--- config.mk ---
export PLATFORM = sky130hd
export DESIGN_NAME = serial_subtractor
export DESIGN_NICKNAME = d
export VERILOG_FILES = /design/src/rtl/serial_subtractor.sv
export SDC_FILE = /design/constraint.sdc
export NUM_CORES = 1
export LEC_CHECK = 0
export BUFFER_PORTS_ARGS = -buffer_cell sky130_fd_sc_hd__clkbuf_2
export CORE_MARGIN = 4
export CORE_UTILIZATION = 30
export CTS_CLUSTER_SIZE = 12
export DETAILED_ROUTE_END_ITERATION = 10
export GPL_TIMING_DRIVEN = 0
export HOLD_SLACK_MARGIN = 0.1
export MAX_ROUTING_LAYER = met4
export PLACE_DENSITY = 0.46
export RECOVER_POWER = 50
export SLEW_MARGIN = 20
export SYNTH_ARGS = -nofsm -noshare
export SYNTH_HDL_FRONTEND = slang
export SYNTH_SLANG_ARGS = --single-unit
--- constraint.sdc ---
create_clock -name clk -period 4.5 [get_ports clk]
set_input_delay 1.35 -clock clk [delete_from_list [all_inputs] [get_ports clk]]
set_output_delay 1.35 -clock clk [all_outputs]
set_load 0.005 [all_outputs]
--- src/rtl/serial_subtractor.sv ---
// Multi-cycle subtractor: Diff = A - B - Bin over WIDTH bits, DIGIT bits per clock,
// with a start/busy/done handshake and borrow, zero and signed-overflow flags.
module serial_subtractor #(
  parameter int unsigned WIDTH = 8,
  parameter int unsigned DIGIT = 1
) (
  input  logic             clk,
  input  logic             rst,
  input  logic             Start,
  input  logic [WIDTH-1:0] A,
  input  logic [WIDTH-1:0] B,
  input  logic             Bin,
  output logic             Busy,
  output logic             Done,
  output logic [WIDTH-1:0] Diff,
  output logic             Borrow,
  output logic             Zero,
  output logic             Ovf
);

  localparam int unsigned STEPS = WIDTH / DIGIT;
  localparam int unsigned CNT_W = (STEPS > 1) ? $clog2(STEPS) : 1;
  localparam logic [CNT_W-1:0] LAST_STEP = CNT_W'(STEPS - 1);

  if (WIDTH < 1 || DIGIT < 1 || DIGIT > WIDTH || (WIDTH % DIGIT) != 0) begin : g_bad_param
    $error("serial_subtractor: DIGIT must be >= 1 and divide WIDTH exactly");
  end

  typedef enum logic [1:0] {S_IDLE, S_RUN, S_DONE} state_e;

  state_e           state_q;
  logic [WIDTH-1:0] a_q, b_q, res_q, diff_q;
  logic [CNT_W-1:0] cnt_q;
  logic             borrow_q;
  logic             busy_q, done_q, bout_q, zero_q, ovf_q;

  logic [DIGIT-1:0] dig_diff;
  logic             dig_bout;
  logic             dig_bmsb;
  logic [WIDTH-1:0] res_d;

  // Ripple-borrow subtraction of the lowest DIGIT operand bits; dig_bmsb is the
  // borrow entering the top bit of the digit, which is the operand MSB on the last step.
  always_comb begin
    logic br;
    br       = borrow_q;
    dig_diff = '0;
    dig_bmsb = 1'b0;
    for (int i = 0; i < int'(DIGIT); i++) begin
      dig_bmsb    = br;
      dig_diff[i] = a_q[i] ^ b_q[i] ^ br;
      br          = (~a_q[i] & b_q[i]) | (~(a_q[i] ^ b_q[i]) & br);
    end
    dig_bout = br;
  end

  // New digit enters the result register from the MSB end.
  assign res_d = (res_q >> DIGIT) | (WIDTH'(dig_diff) << (WIDTH - DIGIT));

  always_ff @(posedge clk or posedge rst) begin
    if (rst) begin
      state_q  <= S_IDLE;
      a_q      <= '0;
      b_q      <= '0;
      res_q    <= '0;
      cnt_q    <= '0;
      borrow_q <= 1'b0;
      busy_q   <= 1'b0;
      done_q   <= 1'b0;
      diff_q   <= '0;
      bout_q   <= 1'b0;
      zero_q   <= 1'b0;
      ovf_q    <= 1'b0;
    end else begin
      unique case (state_q)
        S_IDLE, S_DONE: begin
          done_q <= 1'b0;
          if (Start) begin
            a_q      <= A;
            b_q      <= B;
            borrow_q <= Bin;
            cnt_q    <= '0;
            busy_q   <= 1'b1;
            state_q  <= S_RUN;
          end else begin
            state_q  <= S_IDLE;
          end
        end
        S_RUN: begin
          a_q      <= a_q >> DIGIT;
          b_q      <= b_q >> DIGIT;
          res_q    <= res_d;
          borrow_q <= dig_bout;
          cnt_q    <= cnt_q + CNT_W'(1);
          if (cnt_q == LAST_STEP) begin
            state_q <= S_DONE;
            busy_q  <= 1'b0;
            done_q  <= 1'b1;
            diff_q  <= res_d;
            bout_q  <= dig_bout;
            zero_q  <= (res_d == '0);
            ovf_q   <= dig_bmsb ^ dig_bout;
          end
        end
        default: state_q <= S_IDLE;
      endcase
    end
  end

  assign Busy   = busy_q;
  assign Done   = done_q;
  assign Diff   = diff_q;
  assign Borrow = bout_q;
  assign Zero   = zero_q;
  assign Ovf    = ovf_q;

endmodule

; ---- Yosys cells after proc, flatten, opt, wreduce, memory -nomap -nowiden
; Cells that the tools add are included.
[totals]
ff_bits = 43
input_bits = 20
output_inout_bits = 13
word_cells = 51
[classes]
n_addsub = 1
n_eq_ne = 5
muxes = 16
bitwise_logic = 9
n_reduce_logical = 8
[ops]
columns = op, count
row1 = one-hot mux 8 bit (2 select lines), 2
row2 = 2-to-1 mux 8 bit, 2
row3 = logical NOT 8 bit, 1
row4 = OR 7 x 8 -> 8 bit, 1
row5 = one-hot mux 1 bit (2 select lines), 3
row6 = one-hot mux 3 bit (2 select lines), 1
row7 = AND reduction 2 bit, 3
row8 = 2-to-1 mux 1 bit, 5
row9 = "inequality test 2 bit, second input constant", 2
row10 = one-hot mux 2 bit (2 select lines), 1
row11 = "adder 3 x 1 -> 3 bit, second input constant", 1
row12 = "== test 3 bit, second input constant", 1
row13 = 2-to-1 mux 3 bit, 1
row14 = AND reduction 3 bit, 1
row15 = XOR 1 bit, 3
row16 = AND 1 bit, 2
row17 = "== test 2 x 1 -> 1 bit, second input constant", 1
row18 = "== test 2 bit, second input constant", 1
row19 = logical NOT 2 bit, 1
row20 = 2-to-1 mux 2 bit, 1
row21 = inverter 1 bit, 2
row22 = nonzero test 2 bit, 1
row23 = OR reduction 2 bit, 1
row24 = OR 1 bit, 1

; ---- Longest topological paths before layout
; Gate-level depths: netlist (run 1).
[logic_depth]
depth_word = 5
mapped_depth = 6
depth_no_buf = 5

; ---- Worst setup path before layout (run 1)
; Ideal clock, no wire load.
[synth_path]
kind = input to register
startpoint = input Start
endpoint = register b_q[0]
setup_ps = 126
arrival_time_ps = 2118
t_required_ps = 4374
slack_ps = 2256
path_stages = 4
path_cell_list = nor2b_1 > buf_2 > nor3_1 > a221o_1
[synth_between]
elab_chain_cells = 2
[synth_lines]
columns = item, line_no
row1 = "start, declared", 9  ; input logic Start,
row2 = inequality test 2 bit (no source line), n/a
row3 = AND reduction 2 bit (no source line), n/a
row4 = "end signal, assigned", 91  ; b_q <= b_q >> DIGIT;
row5 = "end, declared", 32  ; logic [WIDTH-1:0] a_q, b_q, res_q, diff_q;
; No other way between the ends.
; A chain may end at the register's enable or synchronous reset.

==> flow_summary.json, run 1 <==
{
  "holdPathEnd": "Done",
  "crit_chain": "clkbuf_2 -> inv_1 -> clkbuf_1",
  "ant_nets": 0,
  "hold_path_class": "register to register",
  "p_per_area_nw_per_um2": 710,
  "worstPathRequired_ns": 4.64,
  "power_switching_w": 0.000497,
  "p_leak_nw": 1.10,
  "hold_violations": 0,
  "cts_tree": "built",
  "pwr-share-clk_pct": 16.1,
  "cts_setup_buffers": 0,
  "cts_inserted_buffers": 5,
  "min_period_over_period_pct": 63.9,
  "r2r-end": "Diff[7]",
  "diodes": 0,
  "fp.dieH_um": 83.9,
  "arrival_ns": 3.01,
  "status": "finished, final reports clean",
  "cts_root_buffer": "clkbuf_8",
  "die-area_um2": 7040,
  "antenna_found_initial": 0,
  "cts_resized": 0,
  "place_ws_ns": 2.02,
  "grt_overflow": 0,
  "syn_inst": 141,
  "syn_area_um2": 1730,
  "worst_path_largest_cell_delay_ns": 1.14,
  "setup_viol": 0,
  "grt_max_degree": 28,
  "ys_seq_area_share_pct": 60.8,
  "worst_hold_slack_ns": 0.476,
  "synth_cell_types": 22,
  "internal_power_w": 0.000961,
  "rsz0062_at_grt": "false",
  "drt-total-wl_mm": 3.37,
  "htree_levels": 2,
  "peakVddDrop_mv": 0.200,
  "post-dp-hpwl_mm": 2.52,
  "drive_gt1_share_pct": 28.9,
  "yosys_warnings": 0,
  "io_pins": 33,
  "synth_edf_count": 0,
  "final_util_pct": 37.1,
  "pwr-share-seq_pct": 44.9,
  "synthesis.nets": 164,
  "hold_buffers": 0,
  "avgSynthCellArea_um2": 12.3,
  "drtIter0Drc": 29,
  "core_um2": 5540,
  "crit_path_end_kind": "async pin",
  "fp.dieW_um": 83.9,
  "postPlaceCellArea_um2": 2000,
  "clock_latency_ns": 0.29,
  "gp_congestion": 0.747,
  "setup_slack_ns": 1.63,
  "areaGrowthSynthToFinish_pct": 18.9,
  "hp-start": "Done",
  "worst-r2r-setup-slack_ns": 2.55,
  "grt_pass1_wl_mm": 6.04,
  "drt-wirelength-per-cell_um": 13.4,
  "slowest_stage": "clkbuf_1",
  "switching_share_pct": 34.1,
  "grt_use_total_pct": 11.2,
  "slew_headroom_pct": 1.28,
  "viasPerCell": 4.68,
  "finClkSkew_ns": 0.00723,
  "worst-slew-pin-transition_ns": 1.48,
  "p_comb_share_pct": 39.0,
  "ff2ff_path_depth": 5,
  "fin_crit_ns": 2.87,
  "start_kind": "primary input",
  "clkSinkCount": 42,
  "fin_nets": 204,
  "clockBufferDepth": 2,
  "dr.pass1.iters": 4,
  "synth-seq-cells": 42,
  "portBuffers": 32,
  "synth_ff_type": "dfrtp_1",
  "reg2reg_from": "cnt_q[0]",
  "route.vias.total": 1179,
  "max_cap_viol_count": 0,
  "tns_ns": 0,
  "start_util_pct": 31.2,
  "clkTransAtPathRegs_ns": 0.07,
  "fmax_mhz": 348,
  "drc": 0,
  "stdcell_area_um2": 2050,
  "row_count": 27,
  "drv_slew": 0,
  "hold_depth": 2,
  "path_class": "primary input to async pin",
  "crit_fanout": 27,
  "synthArstFlopShare_pct": 100,
  "grt_pass1_vias": 1306
}
## critical path: cells and delay by family
kind / cells / cell delay [ns]
buffers and inverters: 3 / 1.65
## cell usage after synthesis, types with 2 or more instances
cell,instances,area [um2]
a21o_1,13,97.6
a221o_1,2,20.0
a22o_1,17,149
buf_2,4,20.0
buf_4,3,22.5
dfrtp_1,42,1050
ha_1,2,25.0
inv_1,4,15.0
mux2_2,9,101
nand2_1,27,101
nor2_1,3,11.3
nor2b_1,2,12.5
nor4_1,2,12.5
o21ai_0,3,15.0
## how the worst max path moves through the flow
stage               slack (ns)  cells after the start   from       end
finish                    1.63                      3    rst  cnt_q[0]
detailed placement        2.02                      5  Start    b_q[0]
global placement          1.65                      2    rst    a_q[7]
CTS                       2.33                      5  Start    b_q[0]
global route              1.15                      3    rst  cnt_q[0]
floorplan                 2.18                      1    rst    Borrow
## power groups by stage
| stage | clock network [W] | registers, W | logic [W] |
|---|---|---|---|
| after global placement | 0 | 0.000657 | 0.000572 |
| after floorplan | 0 | 0.000646 | 0.000427 |
| final | 0.000235 | 0.000654 | 0.000569 |
| after detailed placement | 0 | 0.000666 | 0.000594 |
| after global routing | 0.000263 | 0.000680 | 0.000659 |
| after CTS | 0.000247 | 0.000658 | 0.000594 |
## metrics by stage
step / instances / total power [W]
after floorplan: 141 / 0.00107
after global placement: 245 / 0.00123
final: 252 / 0.00146
after global routing: 252 / 0.00160
after detailed placement: 246 / 0.00126
after CTS: 252 / 0.00150
## cell families after synthesis
kind of cell | count (synthesis) | synth area share [%]
flip-flops | 42 | 60.8
buffers and inverters | 12 | 3.55
multiplexers | 9 | 5.87
AO/OA/AOI/OAI | 36 | 16.7
AND/OR/NAND/NOR | 38 | 9.92
XOR/XNOR | 1 | 0.507
adder cells (fa/ha/maj) | 3 | 2.61
## flip-flops by register name, indices dropped and copies added (netlist names), 2 cells and up
name and flops:
b_q 8, state_q 2, cnt_q 3, res_q 7
Diff 8, a_q 8
## layout make-up
class	count	area [um2]
fillers	586	3490
flip-flops and latches	42	1050
multi-input cells	87	612
repair buffers	33	164
well taps	72	90.1
clock buffers	6	82.6
plain buffers	8	40.0
inverters	4	15.0
## cells in the final DEF (no fill, tap or decap), drive strengths merged
master | netlist | routed
a21o | 13 | 13
a221o | 2 | 2
a22o | 17 | 17
buf | 8 | 5
clkbuf | 0 | 42
dfrtp | 42 | 42
fa | 1 | 1
ha | 2 | 2
inv | 4 | 4
mux2 | 9 | 9
nand2 | 27 | 27
nand2b | 1 | 1
nand3b | 1 | 1
nor2 | 4 | 4
nor2b | 2 | 2
nor3 | 1 | 1
nor4 | 2 | 2
o21ai | 3 | 3
o21bai | 1 | 1
xor2 | 1 | 1
## metal layers
layer | share of wire (%) | global-route usage (%) | up-vias
met4 | 1.2 | 4.68 | 0
li1 | - | - | 571
met5 | 0 | - | -
met1 | 45 | 13.2 | 571
met3 | 5.5 | 4.24 | 4
met2 | 49 | 17.1 | 33
Note: power is estimated with default switching activity, not from simulation.
==> run 2, diff against run 1 <==
--- a/config.mk
+++ b/config.mk
@@ -5,6 +5,7 @@
 export SDC_FILE = /design/constraint.sdc
 export NUM_CORES = 1
 export LEC_CHECK = 0
+export ABC_AREA = 1
 export BUFFER_PORTS_ARGS = -buffer_cell sky130_fd_sc_hd__clkbuf_2
 export CORE_MARGIN = 4
 export CORE_UTILIZATION = 30
@@ -13,7 +14,7 @@
 export GPL_TIMING_DRIVEN = 0
 export HOLD_SLACK_MARGIN = 0.1
 export MAX_ROUTING_LAYER = met4
-export PLACE_DENSITY = 0.46
+export PLACE_DENSITY = 0.47
 export RECOVER_POWER = 50
 export SLEW_MARGIN = 20
 export SYNTH_ARGS = -nofsm -noshare
==> constraint.sdc (replaced) <==
create_clock -name clk -period 2.6 [get_ports clk]
set_input_delay 0.78 -clock clk [delete_from_list [all_inputs] [get_ports clk]]
set_output_delay 0.78 -clock clk [all_outputs]
set_load 0.005 [all_outputs]
==> run 2 against run 1 <==
Net effect:
- sequential share of layout area fell by 3.2 points
- combinational power rose by 81%
- register-to-register slack got worse by 1.8 ns
- clock skew fell by 0.0013 ns
- critical path depth rose by 3
- first-iteration DRC count rose by 72%
- critical endpoint is now Zero
- cell count rose by 24%
- largest power group unchanged
- critical path type is now register to register
- setup slack got worse by 0.83 ns
- flip-flop and latch count did not move
==> flow_summary.json, run 2 <==
{
  "clockBufferDepth": 2,
  "core_um2": 5920,
  "arrival_ns": 2.04,
  "start_util_pct": 30.7,
  "max_cap_viol_count": 0,
  "yosys.area.top_type": "dfrtp_1",
  "final_cell_mix": "82 x nand2_1, 42 x dfrtp_1, 32 x clkbuf_2",
  "grt_max_degree": 25,
  "hold_buffers": 0,
  "placed_cells_incl_taps": 304,
  "drt-met1-wl_mm": 1.73,
  "dr.pass1.iters": 4,
  "clkSinkCount": 42,
  "worstPathRequired_ns": 2.84,
  "peakVddDrop_mv": 0.453,
  "synth_ff_type": "dfrtp_1",
  "tns_ns": 0,
  "drv_slew": 0,
  "fp.dieH_um": 85.9,
  "drc": 0,
  "pwr-share-clk_pct": 19.0,
  "slew_headroom_pct": 46.8,
  "synthTopCellsByCount": "81 x nand2_1, 42 x dfrtp_1, 15 x nand3_1",
  "instances_no_fill": 312,
  "portBuffers": 32,
  "p_comb_share_pct": 38.8,
  "fin_nets": 259,
  "die-area_um2": 7380,
  "gp_congestion": 0.714,
  "drt-wirelength-per-cell_um": 11.5,
  "grt_overflow": 0,
  "switching_share_pct": 37.4,
  "syn_inst": 196,
  "fillers": 623,
  "fin_crit_ns": 1.81,
  "p_leak_nw": 1.15,
  "ant_nets": 0,
  "crit_fanout": 10,
  "synth_top_cells_by_area": "dfrtp_1 58%, nand2_1 17%, o21ai_2 4.3%",
  "synth_cell_types": 22,
  "cts_setup_buffers": 0,
  "setup_slack_ns": 0.793,
  "worst_hold_slack_ns": 0.475,
  "post-dp-hpwl_mm": 2.54,
  "cts_tree": "built",
  "finClkSkew_ns": 0.00589,
  "synth.most_common_cell": "nand2_1",
  "status": "finished, final reports clean",
  "synth_edf_count": 0,
  "route.met2.wl_mm": 1.66,
  "min_period_over_period_pct": 69.5,
  "cts_root_buffer": "clkbuf_8",
  "htree_levels": 2,
  "pwr-share-seq_pct": 42.2,
  "cts_resized": 0,
  "fmax_mhz": 553,
  "synthesis.nets": 219,
  "grt_pass1_vias": 1364,
  "p_per_area_nw_per_um2": 1210,
  "netlist.area_leader.share_pct": 57.7,
  "crit_path_end_kind": "register",
  "rsz0062_at_grt": "false",
  "start_kind": "register",
  "drive_gt1_share_pct": 25.7,
  "ys_seq_area_share_pct": 57.7,
  "worst-slew-pin-transition_ns": 0.797,
  "antenna_found_initial": 0,
  "areaGrowthSynthToFinish_pct": 20.3,
  "avgSynthCellArea_um2": 9.29,
  "p_total_w": 0.00266,
  "yosys_warnings": 0,
  "top_layer_used": "met4",
  "setup_viol": 0,
  "clock_latency_ns": 0.29,
  "io_pins": 33,
  "final_common_cell": "nand2_1",
  "grt_pass1_wl_mm": 6.37,
  "diodes": 0,
  "synthArstFlopShare_pct": 100,
  "syn_area_um2": 1820,
  "clkTransAtPathRegs_ns": 0.08,
  "power_switching_w": 0.000994,
  "route.vias.total": 1327,
  "fp.dieW_um": 85.9,
  "path_class": "register to register",
  "hold_violations": 0,
  "hold_path_class": "register to register",
  "internal_power_w": 0.00167,
  "cts_inserted_buffers": 5,
  "viasPerCell": 4.25,
  "row_count": 28,
  "place_ws_ns": 1.06,
  "synth-seq-cells": 42,
  "grt_use_total_pct": 11.3,
  "wl_met3_um": 161,
  "drtIter0Drc": 50,
  "drt-total-wl_mm": 3.59
}
-- run 2: logic make-up (layout without fill, tap and decap cells) --
kind of cell / Yosys count / after routing / synth area share (%)
adder cells (fa/ha/maj): 3 / 3 / 2.47
AND/OR/NAND/NOR: 108 / 108 / 24.9
AO/OA/AOI/OAI: 19 / 19 / 7.08
flip-flops: 42 / 42 / 57.7
buffers and inverters: 23 / 64 / 7.28
XOR/XNOR: 1 / 1 / 0.481
-- run 2: critical path, cell delays in order, from the launching register on --
cell and delay [ns]:
dfrtp_1 0.40, nand2_1 0.32, clkinvlp_2 0.49, nand2_4 0.23, buf_6 0.18, nand2_1 0.07, nand2_1 0.06
-- run 2: stage by stage --
stage | util, % | instance area, um2
after floorplan | - | 1820
after global placement | 35.0 | 2070
after detailed placement | 35.4 | 2090
after CTS | 37.2 | 2200
after global routing | 37.0 | 2190
final | 37.0 | 2190
-- run 2: path summary, 6_finish.rpt --
kind / end / start / depth (start not counted) / slack (ns)
max: Zero / state_q[0] / 6 / 0.79
min: b_q[7] / b_q[7] / 2 / 0.48
max reg2reg: Zero / state_q[0] / 6 / 0.79
min reg2reg: b_q[7] / b_q[7] / 2 / 0.48
max in group asynchronous: cnt_q[2] / rst / 3 / 1.38
min in group asynchronous: Zero / rst / 2 / 0.61
-- run 2: power by group through the flow --
stage | Sequential (W) | Clock [W] | Combinational (W)
after CTS | 0.00113 | 0.000534 | 0.00108
after global placement | 0.00114 | 0 | 0.00107
after floorplan | 0.00112 | 0 | 0.000778
after detailed placement | 0.00114 | 0 | 0.00108
after global routing | 0.00116 | 0.000571 | 0.00120
final | 0.00112 | 0.000506 | 0.00103
-- run 2: cell type report --
type | instances | area (um2) | area share, %
repair buffers | 33 | 180 | 8.22
plain buffers | 6 | 60.1 | 2.74
flip-flops and latches | 42 | 1050 | 48.0
inverters | 17 | 70.1 | 3.20
clock buffers | 7 | 76.3 | 3.48
clock inverters | 1 | 30.0 | 1.37
well taps | 75 | 93.8 | 4.28
multi-input cells | 131 | 629 | 28.7
-- run 2: routing by layer --
layer	global-route usage, %	vias up
met4	3.45	0
met3	3.36	4
li1	-	689
met2	16.8	30
met1	14.9	604
met5	-	-
==> run 3, diff against run 2 <==
--- a/config.mk
+++ b/config.mk
@@ -14,7 +14,7 @@
 export GPL_TIMING_DRIVEN = 0
 export HOLD_SLACK_MARGIN = 0.1
 export MAX_ROUTING_LAYER = met4
-export PLACE_DENSITY = 0.47
+export PLACE_DENSITY = 0.45
 export RECOVER_POWER = 50
 export SLEW_MARGIN = 20
 export SYNTH_ARGS = -nofsm -noshare
==> constraint.sdc (replaced) <==
create_clock -name clk -period 1.8 [get_ports clk]
set_input_delay 0.54 -clock clk [delete_from_list [all_inputs] [get_ports clk]]
set_output_delay 0.54 -clock clk [all_outputs]
set_load 0.005 [all_outputs]
==> run 3 against run 2 <==
Net effect:
- global-route usage hardly changed
- design area is 0.34% lower
- hold slack worse by 0.13 ns
- register-to-register slack worse by 0.36 ns
- non-clock buffer count stayed put
- clock power is 23% higher
- setup slack worse by 0.36 ns
- routed wire length is 2.1% lower
- total power is 41% higher
==> flow_summary.json, run 3 (synthesized netlist as in run 2, its figures left out) <==
{
  "p_leak_nw": 1.15,
  "drtIter0Drc": 63,
  "placed_cells_incl_taps": 304,
  "die-area_um2": 7380,
  "reg2reg_from": "borrow_q",
  "finClkSkew_ns": 0.00438,
  "final_util_pct": 36.9,
  "rsz0062_at_grt": "false",
  "worst-r2r-setup-slack_ns": 0.43,
  "instances_no_fill": 312,
  "final_cell_mix": "82 x nand2_1, 42 x dfrtp_1, 32 x clkbuf_2",
  "worst_hold_slack_ns": 0.342,
  "antenna_found_initial": 0,
  "cts_inserted_buffers": 5,
  "slew_headroom_pct": 51.5,
  "drive_gt1_share_pct": 26.2,
  "status": "finished, final reports clean",
  "dr.pass1.iters": 4,
  "drt-total-wl_mm": 3.52,
  "crit_fanout": 3,
  "postPlaceCellArea_um2": 2090,
  "final_common_cell": "nand2_1",
  "cts_tree": "built",
  "cts_resized": 0,
  "r2r-end": "Zero",
  "htree_levels": 2,
  "arrival_ns": 1.60,
  "ff_latch_area_um2": 1050,
  "fp.dieH_um": 85.9,
  "fin_crit_ns": 1.37,
  "drv_slew": 0,
  "grt_pass1_vias": 1405,
  "viasPerCell": 4.20,
  "start_util_pct": 30.7,
  "hold_violations": 0,
  "fin_nets": 259,
  "setup_viol": 0,
  "grt_use_total_pct": 11.3,
  "crit_path_end_kind": "register",
  "areaGrowthSynthToFinish_pct": 19.9,
  "path_class": "register to register",
  "worst-slew-pin-transition_ns": 0.727,
  "peakVddDrop_mv": 0.698,
  "worstPathRequired_ns": 2.03,
  "ff2ff_path_depth": 7,
  "max_cap_viol_count": 0,
  "drt-wirelength-per-cell_um": 11.3,
  "grt_overflow": 0,
  "clock_latency_ns": 0.29,
  "core_um2": 5920,
  "stdcell_area_um2": 2180,
  "multi_input_area_um2": 634,
  "route.vias.total": 1310,
  "ant_nets": 0,
  "gp_congestion": 0.697,
  "cts_root_buffer": "clkbuf_8",
  "fillers": 641,
  "fp.dieW_um": 85.9,
  "min_period_over_period_pct": 76.2,
  "start_kind": "register",
  "cts_setup_buffers": 0,
  "hold_buffers": 0,
  "row_count": 28,
  "clkSinkCount": 42,
  "clockBufferDepth": 2,
  "hold_path_class": "primary input to async pin",
  "grt_max_degree": 27,
  "fmax_mhz": 729,
  "portBuffers": 32,
  "p_per_area_nw_per_um2": 1720,
  "clkTransAtPathRegs_ns": 0.08,
  "diodes": 0,
  "grt_pass1_wl_mm": 6.38,
  "io_pins": 33,
  "post-dp-hpwl_mm": 2.54,
  "drc": 0
}
-- run 3: stage by stage --
step | power [W] | TNS [ns] | setup WS, ns
after floorplan | 0.00274 | 0 | 0.286
after global placement | 0.00319 | -16.51 | -0.396
after detailed placement | 0.00321 | 0 | 0.429
after CTS | 0.00385 | 0 | 0.408
after global routing | 0.00415 | 0 | 0.325
final | 0.00375 | 0 | 0.429
-- run 3: final cells by class --
| class | instances | share of cell area, % |
|---|---|---|
| Buffer | 6 | 2.81 |
| Clock buffer | 7 | 3.95 |
| Clock inverter | 1 | 0.229 |
| Inverter | 17 | 3.27 |
| Multi-Input combinational cell | 131 | 29.1 |
| Sequential cell | 42 | 48.1 |
| Tap cell | 75 | 4.30 |
| Timing Repair Buffer | 33 | 8.25 |
-- run 3: worst max path at each step --
stage / startpoint / end / slack (ns) / depth (start not counted)
2_1_floorplan: rst / Borrow / 0.29 / 1
3_3_place_gp: rst / b_q[3] / -0.40 / 2
3_5_place_dp: borrow_q / Zero / 0.43 / 7
4_1_cts: borrow_q / Zero / 0.41 / 7
5_1_grt: borrow_q / Zero / 0.32 / 7
6_report: borrow_q / Zero / 0.43 / 7
-- run 3: power by group --
group          internal, W  switching (W)
logic             0.000626       0.000870
clock network     0.000310       0.000313
registers          0.00138       0.000249
total              0.00232        0.00143
-- run 3: layer usage --
metal	share of wire [%]	wire length, um	GRT usage (%)	vias to the layer above
li1	-	-	-	684
met1	49	1730	14.2	598
met2	45	1600	17.7	24
met3	4.3	151	2.79	4
met4	1.3	46	3.88	0
met5	0	0	-	-
-- run 3: worst max-delay path, cell delays in order, from the launching register on --
cell and delay (ns):
dfrtp_1 0.40, inv_1 0.07, fa_1 0.46, nor2_1 0.11
nand2_1 0.06, nor2_1 0.12, nand2_1 0.06, nand2_1 0.05
